$ cat config.mk
export PLATFORM = sky130hd
export DESIGN_NAME = audio_burst_reader_flat
export DESIGN_NICKNAME = d
export VERILOG_FILES = /design/src/rtl/audio_burst_reader_if.sv /design/src/rtl/audio_burst_reader.sv /design/src/flat_wrapper.sv
export SDC_FILE = /design/constraint.sdc
export NUM_CORES = 1
export LEC_CHECK = 0
export BUFFER_PORTS_ARGS = -buffer_cell sky130_fd_sc_hd__buf_2
export CAP_MARGIN = 30
export CORE_MARGIN = 2
export CORE_UTILIZATION = 55
export CTS_CLUSTER_SIZE = 20
export DETAILED_ROUTE_END_ITERATION = 10
export HOLD_SLACK_MARGIN = 0.08
export PLACE_DENSITY = 0.84
export SYNTH_ARGS = -nofsm -noshare
export SYNTH_HDL_FRONTEND = slang
export SYNTH_SLANG_ARGS = --single-unit
$ cat constraint.sdc
create_clock -name clk_clk -period 41.3 [get_ports clk_clk]
set_clock_uncertainty 0.05 [all_clocks]
set_input_delay 10.325 -clock clk_clk [delete_from_list [all_inputs] [get_ports clk_clk]]
set_output_delay 10.325 -clock clk_clk [all_outputs]
set_load 0.005 [all_outputs]
$ cat src/rtl/audio_burst_reader_if.sv
// audio_burst_reader_if: Avalon-MM read bus plus ready/valid sample stream of the audio burst reader.
interface audio_burst_reader_if;
   logic [17:0] avm_address;
   logic        avm_read;
   logic [3:0]  avm_burstcount;
   logic        avm_waitrequest;
   logic [31:0] avm_readdata;
   logic        avm_readdatavalid;
   logic [31:0] sample_data;
   logic        sample_valid;
   logic        sample_ready;
   modport master (
      output avm_address, avm_read, avm_burstcount, sample_data, sample_valid,
      input  avm_waitrequest, avm_readdata, avm_readdatavalid, sample_ready
   );
   modport slave (
      input  avm_address, avm_read, avm_burstcount, sample_data, sample_valid,
      output avm_waitrequest, avm_readdata, avm_readdatavalid, sample_ready
   );
endinterface

$ cat src/rtl/audio_burst_reader.sv
// audio_burst_reader: Avalon-MM burst read master feeding a sample FIFO; AUDIO_READER_LOOP_EN enables gapless looping.
module audio_burst_reader #(
   parameter int BURST_LEN  = 8,
   parameter int FIFO_DEPTH = 16
) (
   input  logic        clk_clk,
   input  logic        reset_reset,
   input  logic        start,
   input  logic        stop,
   input  logic [17:0] start_addr,
   input  logic [17:0] length,
   output logic        busy,
   output logic        done,
   audio_burst_reader_if.master bus
);
   localparam int AW = $clog2(FIFO_DEPTH);
   typedef enum logic [2:0] {IDLE, REQ, DATA, DRAIN, ABORT} state_t;
   state_t state, state_n;
   logic [17:0] addr, remaining, start_a, len_r;
   logic [3:0] beats, bs;
   logic pend, pend_n, load, reload, acc, flush, done_n, beat, last, push, pop;
   logic [AW:0] count, space;
   logic [AW-1:0] wr_ptr, rd_ptr;
   logic [31:0] mem [FIFO_DEPTH];
   assign bs = remaining < 18'(BURST_LEN) ? remaining[3:0] : 4'(BURST_LEN);
   assign space = (AW+1)'(FIFO_DEPTH) - count;
   assign bus.avm_read = state == REQ && space >= (AW+1)'(bs);
   assign bus.avm_burstcount = bus.avm_read ? bs : '0;
   assign bus.avm_address = addr;
   assign acc = bus.avm_read && !bus.avm_waitrequest;
   assign beat = bus.avm_readdatavalid && (state == DATA || state == ABORT);
   assign last = beat && beats == 4'd1;
   assign push = bus.avm_readdatavalid && state == DATA;
   // a pending abort hides the FIFO so nothing leaks out while the held request drains
   assign bus.sample_valid = count != '0 && state != ABORT && !pend;
   assign bus.sample_data = mem[rd_ptr];
   assign pop = bus.sample_valid && bus.sample_ready;
   assign busy = state != IDLE;
   always_comb begin
      state_n = state;
      pend_n = pend;
      load = 1'b0;
      reload = 1'b0;
      flush = 1'b0;
      done_n = 1'b0;
      case (state)
         IDLE: if (start && length != '0) begin
            load = 1'b1;
            pend_n = 1'b0;
            state_n = REQ;
         end
         REQ: if (acc) state_n = (pend || stop) ? ABORT : DATA;
            else if (stop && !bus.avm_read) begin
               flush = 1'b1;
               done_n = 1'b1;
               state_n = IDLE;
            end
            else if (stop) pend_n = 1'b1;
         DATA: if (stop) state_n = ABORT;
`ifdef AUDIO_READER_LOOP_EN
            else if (last && remaining == '0) begin
               reload = 1'b1;
               state_n = REQ;
            end
`else
            else if (last && remaining == '0) state_n = DRAIN;
`endif
            else if (last) state_n = REQ;
         DRAIN: if (stop || count == '0) begin
            flush = 1'b1;
            done_n = 1'b1;
            state_n = IDLE;
         end
         ABORT: if (beats == '0) begin
            flush = 1'b1;
            done_n = 1'b1;
            state_n = IDLE;
         end
         default: state_n = IDLE;
      endcase
   end
   always_ff @(posedge clk_clk or posedge reset_reset) begin
      if (reset_reset) begin
         state <= IDLE;
         pend <= 1'b0;
         done <= 1'b0;
      end else begin
         state <= state_n;
         pend <= pend_n;
         done <= done_n;
      end
   end
   always_ff @(posedge clk_clk or posedge reset_reset) begin
      if (reset_reset) begin
         addr <= '0;
         remaining <= '0;
         start_a <= '0;
         len_r <= '0;
         beats <= '0;
      end else begin
         if (load) begin
            addr <= start_addr;
            remaining <= length;
            start_a <= start_addr;
            len_r <= length;
         end else if (reload) begin
            addr <= start_a;
            remaining <= len_r;
         end else if (acc) begin
            addr <= addr + 18'(bs);
            remaining <= remaining - 18'(bs);
         end
         beats <= acc ? bs : beats - 4'(beat);
      end
   end
   always_ff @(posedge clk_clk or posedge reset_reset) begin
      if (reset_reset) begin
         wr_ptr <= '0;
         rd_ptr <= '0;
         count <= '0;
         for (int i = 0; i < FIFO_DEPTH; i++) mem[i] <= '0;
      end else if (flush) begin
         wr_ptr <= '0;
         rd_ptr <= '0;
         count <= '0;
      end else begin
         if (push) mem[wr_ptr] <= bus.avm_readdata;
         wr_ptr <= wr_ptr + AW'(push);
         rd_ptr <= rd_ptr + AW'(pop);
         count <= count + (AW+1)'(push) - (AW+1)'(pop);
      end
   end
endmodule

$ cat src/flat_wrapper.sv
// flat-port wrapper written by rule: the top's interface ports become plain ports
module audio_burst_reader_flat 
#(
   parameter int BURST_LEN  = 8,
   parameter int FIFO_DEPTH = 16
)
  (clk_clk, reset_reset, start, stop, start_addr, length, busy, done, bus_avm_address, bus_avm_read, bus_avm_burstcount, bus_sample_data, bus_sample_valid, bus_avm_waitrequest, bus_avm_readdata, bus_avm_readdatavalid, bus_sample_ready);
  audio_burst_reader_if bus_i ();
  input  logic clk_clk;
  input  logic reset_reset;
  input  logic start;
  input  logic stop;
  input  logic [17:0] start_addr;
  input  logic [17:0] length;
  output logic busy;
  output logic done;
  output wire logic [$bits(bus_i.avm_address)-1:0] bus_avm_address;
  output wire logic [$bits(bus_i.avm_read)-1:0] bus_avm_read;
  output wire logic [$bits(bus_i.avm_burstcount)-1:0] bus_avm_burstcount;
  output wire logic [$bits(bus_i.sample_data)-1:0] bus_sample_data;
  output wire logic [$bits(bus_i.sample_valid)-1:0] bus_sample_valid;
  input wire logic [$bits(bus_i.avm_waitrequest)-1:0] bus_avm_waitrequest;
  input wire logic [$bits(bus_i.avm_readdata)-1:0] bus_avm_readdata;
  input wire logic [$bits(bus_i.avm_readdatavalid)-1:0] bus_avm_readdatavalid;
  input wire logic [$bits(bus_i.sample_ready)-1:0] bus_sample_ready;
  assign bus_avm_address = bus_i.avm_address;
  assign bus_avm_read = bus_i.avm_read;
  assign bus_avm_burstcount = bus_i.avm_burstcount;
  assign bus_sample_data = bus_i.sample_data;
  assign bus_sample_valid = bus_i.sample_valid;
  assign bus_i.avm_waitrequest = bus_avm_waitrequest;
  assign bus_i.avm_readdata = bus_avm_readdata;
  assign bus_i.avm_readdatavalid = bus_avm_readdatavalid;
  assign bus_i.sample_ready = bus_sample_ready;
  audio_burst_reader #(.BURST_LEN(BURST_LEN), .FIFO_DEPTH(FIFO_DEPTH)) u_core (.clk_clk(clk_clk), .reset_reset(reset_reset), .start(start), .stop(stop), .start_addr(start_addr), .length(length), .busy(busy), .done(done), .bus(bus_i));
endmodule
### Yosys cells after proc, flatten, opt, wreduce, memory -nomap -nowiden

Cells that the tools add are included.

* register bits after elaboration: 570
* input bits: 75
* output and inout bits: 58
* logic and storage cells: 123

* add/sub/neg operators: 8
* magnitude comparators: 5
* equality and inequality tests: 14
* muxes and demuxes: 38
* bitwise logic cells: 3
* reductions and logical operators: 30

Operators with widths (number)
* bitwise mux 512 bit: 1
* binary-select mux 32 bit (select 4 bit): 1
* demux 32 bit (select 4 bit): 1
* 2-to-1 mux 32 bit: 3
* 2-to-1 mux 18 bit: 4
* 2-to-1 mux 3 bit: 9
* 2-to-1 mux 4 bit: 5
* adder 18 x 4 -> 18 bit: 1
* logical NOT 18 bit: 1
* < comparator 18 x 4 -> 1 bit, second input constant: 1
* nonzero test 18 bit: 1
* subtractor 18 x 4 -> 18 bit: 1
* case mux 3 bit (5 select lines): 1
* logical AND 1 bit: 12
* greater-or-equal comparator 5 bit, second input constant: 2
* 2-to-1 mux 1 bit: 10
* NOT 4 -> 5 bit: 2
* AND reduction 5 bit: 2
* adder 4 x 1 -> 4 bit: 2
* inequality test 2 bit, second input constant: 4
* equality test 3 x 2 -> 1 bit, second input constant: 2
* adder 5 x 1 -> 5 bit: 1
* greater-or-equal comparator 5 x 4 -> 1 bit: 1
* logical NOT 5 bit: 1
* 23 further kinds: 29

### Longest topological paths before layout

* word-level depth: 11
* mapped depth: 17
* gate-level depth less buffers: 14

### Worst setup path before layout

No wires, ideal clock.

* kind: register -> output
* from: reg u_core.remaining[7]
* to: out bus_avm_burstcount[0]
* arrival time: 3.301 ns
* required time: 30.925 ns
* setup slack: 27.624 ns
* cell stages (with the launch flop): 15
* buffers on the path: 3
* cells stage by stage: dfrtp_1 > or4_1 > buf_2 > or2_4 > or4_4 > buf_6 > inv_2 > buf_6 > nand2_1 > ha_1 > inv_1 > o21ai_1 > nand3_1 > inv_1 > and3_1

* word-level cells in the longest chain between the ends: 5

RTL lines
* start: declaration: RTL line audio_burst_reader.sv:19 `logic [17:0] addr, remaining, start_a, len_r;`
* start signal: assignment: RTL line audio_burst_reader.sv:103 `remaining <= length;`
* start signal: assignment: RTL line audio_burst_reader.sv:108 `remaining <= len_r;`
* start signal: assignment: RTL line audio_burst_reader.sv:111 `remaining <= remaining - 18'(bs);`
* < comparator 18 x 4 -> 1 bit: RTL line audio_burst_reader.sv:25 `assign bs = remaining < 18'(BURST_LEN) ? remaining[3:0] : 4'(BURST_LEN);`
* 2-to-1 mux 4 bit: RTL line audio_burst_reader.sv:25
* greater-or-equal comparator 5 x 4 -> 1 bit: RTL line audio_burst_reader.sv:27 `assign bus.avm_read = state == REQ && space >= (AW+1)'(bs);`
* logical AND 1 bit: RTL line audio_burst_reader.sv:27
* named net bus_avm_read: RTL line flat_wrapper.sv:18 `output wire logic [$bits(bus_i.avm_read)-1:0] bus_avm_read;`
* 2-to-1 mux 4 bit: RTL line audio_burst_reader.sv:28 `assign bus.avm_burstcount = bus.avm_read ? bs : '0;`
* end: declaration: RTL line flat_wrapper.sv:19 `output wire logic [$bits(bus_i.avm_burstcount)-1:0] bus_avm_burstcount;`

The timed path passes the listed nets, and every way through them passes these cells.

### Final worst setup path

* from: reg u_core.remaining[6]
* to: out bus_avm_burstcount[0]

* word-level cells in the longest chain between the ends: 5

RTL lines (RTL line)
* < comparator 18 x 4 -> 1 bit *: audio_burst_reader.sv:25
* 2-to-1 mux 4 bit *: audio_burst_reader.sv:25
* greater-or-equal comparator 5 x 4 -> 1 bit: audio_burst_reader.sv:27
* logical AND 1 bit: audio_burst_reader.sv:27
* 2-to-1 mux 4 bit *: audio_burst_reader.sv:28

Every way passes the cells marked *; elsewhere a longest branch is shown, timed or not.

==> impl_metrics.py <==
metrics = {
    "run_status": {
        "status": "finished clean",
    },
    "grt": {
        "grt_pass1_wl_um": 97900,
        "grt_pass1_vias": 17100,
        "antenna_found_initial": 3,
        "grt_usage_pct": 25.2,
        "gr-total-overflow": 0,
        "grt_max_degree": 191,
    },
    "timing": {
        "fin_crit_ns": 14.92,
        "worstMarginPinSlew_ns": 1.11,
        "period_share_pct": 36.1,
        "final_max_slew_viol_count": 0,
        "setup_viol_count_final": 0,
        "finalHoldViolCount": 0,
        "max_slew_margin_pct": 25.8,
        "grt_setup_unrepaired": "no",
        "setup_tns_ns": 0,
        "fmax_mhz": 67.0,
        "finalWorstSetupSlack_ns": 26.38,
    },
    "placement": {
        "io_buffers": 132,
        "dp_slack_ns": 27.11,
        "dp_hpwl_um": 35600,
        "gp_routability_congestion": 0.834,
    },
    "synth": {
        "syn_inst": 1771,
        "ys_types": 66,
        "ys_seq_elements": 570,
        "yosys_warnings": 0,
        "post_synth.cell_area_avg_um2": 15.0,
        "synth_edf_count": 0,
        "ys.flop_type": "dfrtp_1",
        "synth_nets": 1872,
        "async_reset_ff_share_pct": 100,
        "synth.yosys.seq_area_share_pct": 53.5,
        "netlist_area_um2": 26600,
    },
    "worst_setup_path": {
        "r2r-end": "u_core.remaining[14]",
        "path_max_fanout": 15,
        "arrival_ns": 4.55,
        "start_kind": "flop",
        "path_class": "reg2out",
        "r2r_cells": 12,
        "regToRegSetupSlack_ns": 36.34,
        "timing.rr.start": "u_core.remaining[6]",
        "worstPathRequired_ns": 30.92,
        "crit_path_end_kind": "output port",
    },
    "drt": {
        "drt_iter0_markers": 1175,
        "vias": 16000,
        "via_per_inst": 6.34,
        "wl_um": 61700,
        "wire_per_inst_um": 24.5,
        "firstDrtPassIters": 6,
        "ant_nets": 0,
        "remaining_drc_errors": 0,
    },
    "clock_tree": {
        "post_cts_resized": 0,
        "cts.clk_slew.worst_paths_ns": 0.07,
        "cts_buffers": 57,
        "clockBufferDepth": 3,
        "cts_tree": "yes",
        "cts_setup_buffers": 0,
        "clock_latency_ns": 0.60,
        "root_buffer": "clkbuf_16",
        "hold_buffers": 0,
        "htreeDepth": 2,
        "clock_sinks": 570,
    },
    "final_layout": {
        "final_cell_mix": "dfrtp_1 (566), mux2_2 (515), mux4_2 (160)",
        "finalNetCount": 1960,
        "final_common_cell": "dfrtp_1",
        "drive_gt1_share_pct": 50.8,
        "area_growth_pct": 12.1,
    },
    "floorplanning": {
        "start_util_pct": 55.8,
        "std_cell_rows": 80,
        "ioPinCount": 133,
        "die_w_um": 224,
        "die-area_um2": 50200,
        "coreArea_um2": 47700,
        "fp.dieH_um": 224,
    },
    "power_and_ir_drop": {
        "leakagePower_uw": 0.0144,
        "ir_worst_vdd_mv": 0.0469,
        "powerDensity_nw_per_um2": 53.4,
    },
    "worst_hold_path": {
        "min_path_cells": 1,
        "hold_class": "reg2reg",
        "hold_start": "u_core.mem[60]",
        "holdPathEnd": "u_core.mem[60]",
    },
    "job": {
        "cap_violations": 0,
    },
}
[critical path: stages (launching register included)]
cell and delay (ns):
dfrtp_1 0.40, or4_1 0.66, or2_4 0.32, or4_4 0.57, inv_2 0.27, nand2_1 0.19
ha_1 0.23, nor4b_1 0.39, o21ai_1 0.25, nand3_1 0.23, inv_1 0.10, and3_1 0.19
buf_2 0.12
[cell usage after synthesis (3+ instances only)]
| master | n | area [µm²] |
|---|---|---|
| a31oi_1 | 13 | 81.3 |
| nand2b_1 | 3 | 18.8 |
| or4_1 | 9 | 67.6 |
| clkbuf_1 | 78 | 293 |
| or2_2 | 3 | 18.8 |
| nor2b_1 | 8 | 50.1 |
| nor2_1 | 46 | 173 |
| and3_1 | 8 | 50.1 |
| nand4_1 | 3 | 18.8 |
| nand3_1 | 21 | 105 |
| or3_1 | 7 | 43.8 |
| nand2_1 | 40 | 150 |
| o21ai_0 | 17 | 85.1 |
| dfrtp_1 | 570 | 14300 |
| ha_1 | 24 | 300 |
| buf_1 | 49 | 184 |
| inv_1 | 24 | 90.1 |
| xnor2_1 | 6 | 52.6 |
| o31a_1 | 3 | 26.3 |
| mux2_2 | 515 | 5800 |
| mux4_2 | 160 | 3600 |
| and2_1 | 14 | 87.6 |
| o311ai_0 | 6 | 52.6 |
| xor2_1 | 8 | 70.1 |
| nor3_1 | 17 | 85.1 |
| a211oi_1 | 8 | 60.1 |
| a21oi_1 | 24 | 120 |
| nor4_1 | 4 | 25.0 |
| buf_2 | 13 | 65.1 |
| o221a_2 | 3 | 33.8 |
| nor3b_1 | 6 | 45.0 |
| o211ai_1 | 7 | 52.6 |
| o41ai_1 | 6 | 52.6 |
| nand4b_1 | 4 | 35.0 |
[sequential cells by signal, summed over array words and instances, names as in the netlist, 3 cells and up]
signal,count
u_core.beats,4
u_core.remaining,18
u_core.count,5
u_core.mem,512
u_core.state,3
u_core.rd_ptr,4
u_core.bus.avm_address,18
u_core.wr_ptr,4
[stage by stage]
| step | util, % | cell area (µm²) | hold WS [ns] | total power [µW] | cells |
|---|---|---|---|---|---|
| floorplan | - | 26600 | 0.424 | 957 | 1771 |
| global placement | 58.3 | 27800 | 0.431 | 1070 | 2407 |
| detailed placement | 58.5 | 27900 | 0.438 | 1090 | 2412 |
| CTS | 62.4 | 29800 | 0.451 | 1600 | 2513 |
| global route | 62.6 | 29900 | 0.462 | 1670 | 2516 |
| finish | 62.6 | 29900 | 0.451 | 1600 | 2517 |
[cell families (layout without fill, tap and decap cells)]
family | Yosys count | after routing | share of synthesized area [%]
AO/OA/AOI/OAI | 114 | 114 | 2.95
XOR/XNOR | 14 | 14 | 0.460
adder cells (fa/ha/maj) | 26 | 26 | 1.28
buffers and inverters | 168 | 298 | 2.48
flip-flops | 570 | 570 | 53.5
multiplexers | 677 | 677 | 35.4
other | 1 | 2 | 0.0141
AND/OR/NAND/NOR | 201 | 201 | 3.91
[power by group]
| part | switching, µW | internal, µW |
|---|---|---|
| logic | 213 | 198 |
| registers | 61.5 | 610 |
| clock network | 216 | 297 |
[metal layers]
metal	track usage [%]	share of wire [%]
met5	0	0.039
met1	34.4	42
met3	3.96	5.3
met4	8.28	2.9
met2	41.8	50
[worst max-delay path by stage]
stage | start | to | slack [ns] | cells past startpoint
2_1_floorplan | reset_reset | u_core.beats[0] | 14.98 | 1
6_report | u_core.remaining[6] | bus_avm_burstcount[0] | 26.38 | 12
5_1_grt | u_core.remaining[6] | bus_avm_burstcount[0] | 26.21 | 12
4_1_cts | u_core.remaining[6] | bus_avm_burstcount[0] | 26.41 | 12
3_5_place_dp | u_core.remaining[7] | bus_avm_burstcount[0] | 27.11 | 12
3_3_place_gp | u_core.remaining[7] | bus_avm_burstcount[0] | 27.36 | 12
[final cells by class]
cell class | instances | area, µm²
fill | 3311 | 17900
multi-input combinational | 1033 | 11800
tap | 615 | 769
clock buffer | 85 | 1670
timing repair buffer | 171 | 1090
inverter | 26 | 105
antenna | 1 | 2.50
clock inverter | 16 | 173
sequential | 570 | 14300
Power figures use the tool's default switching activity.
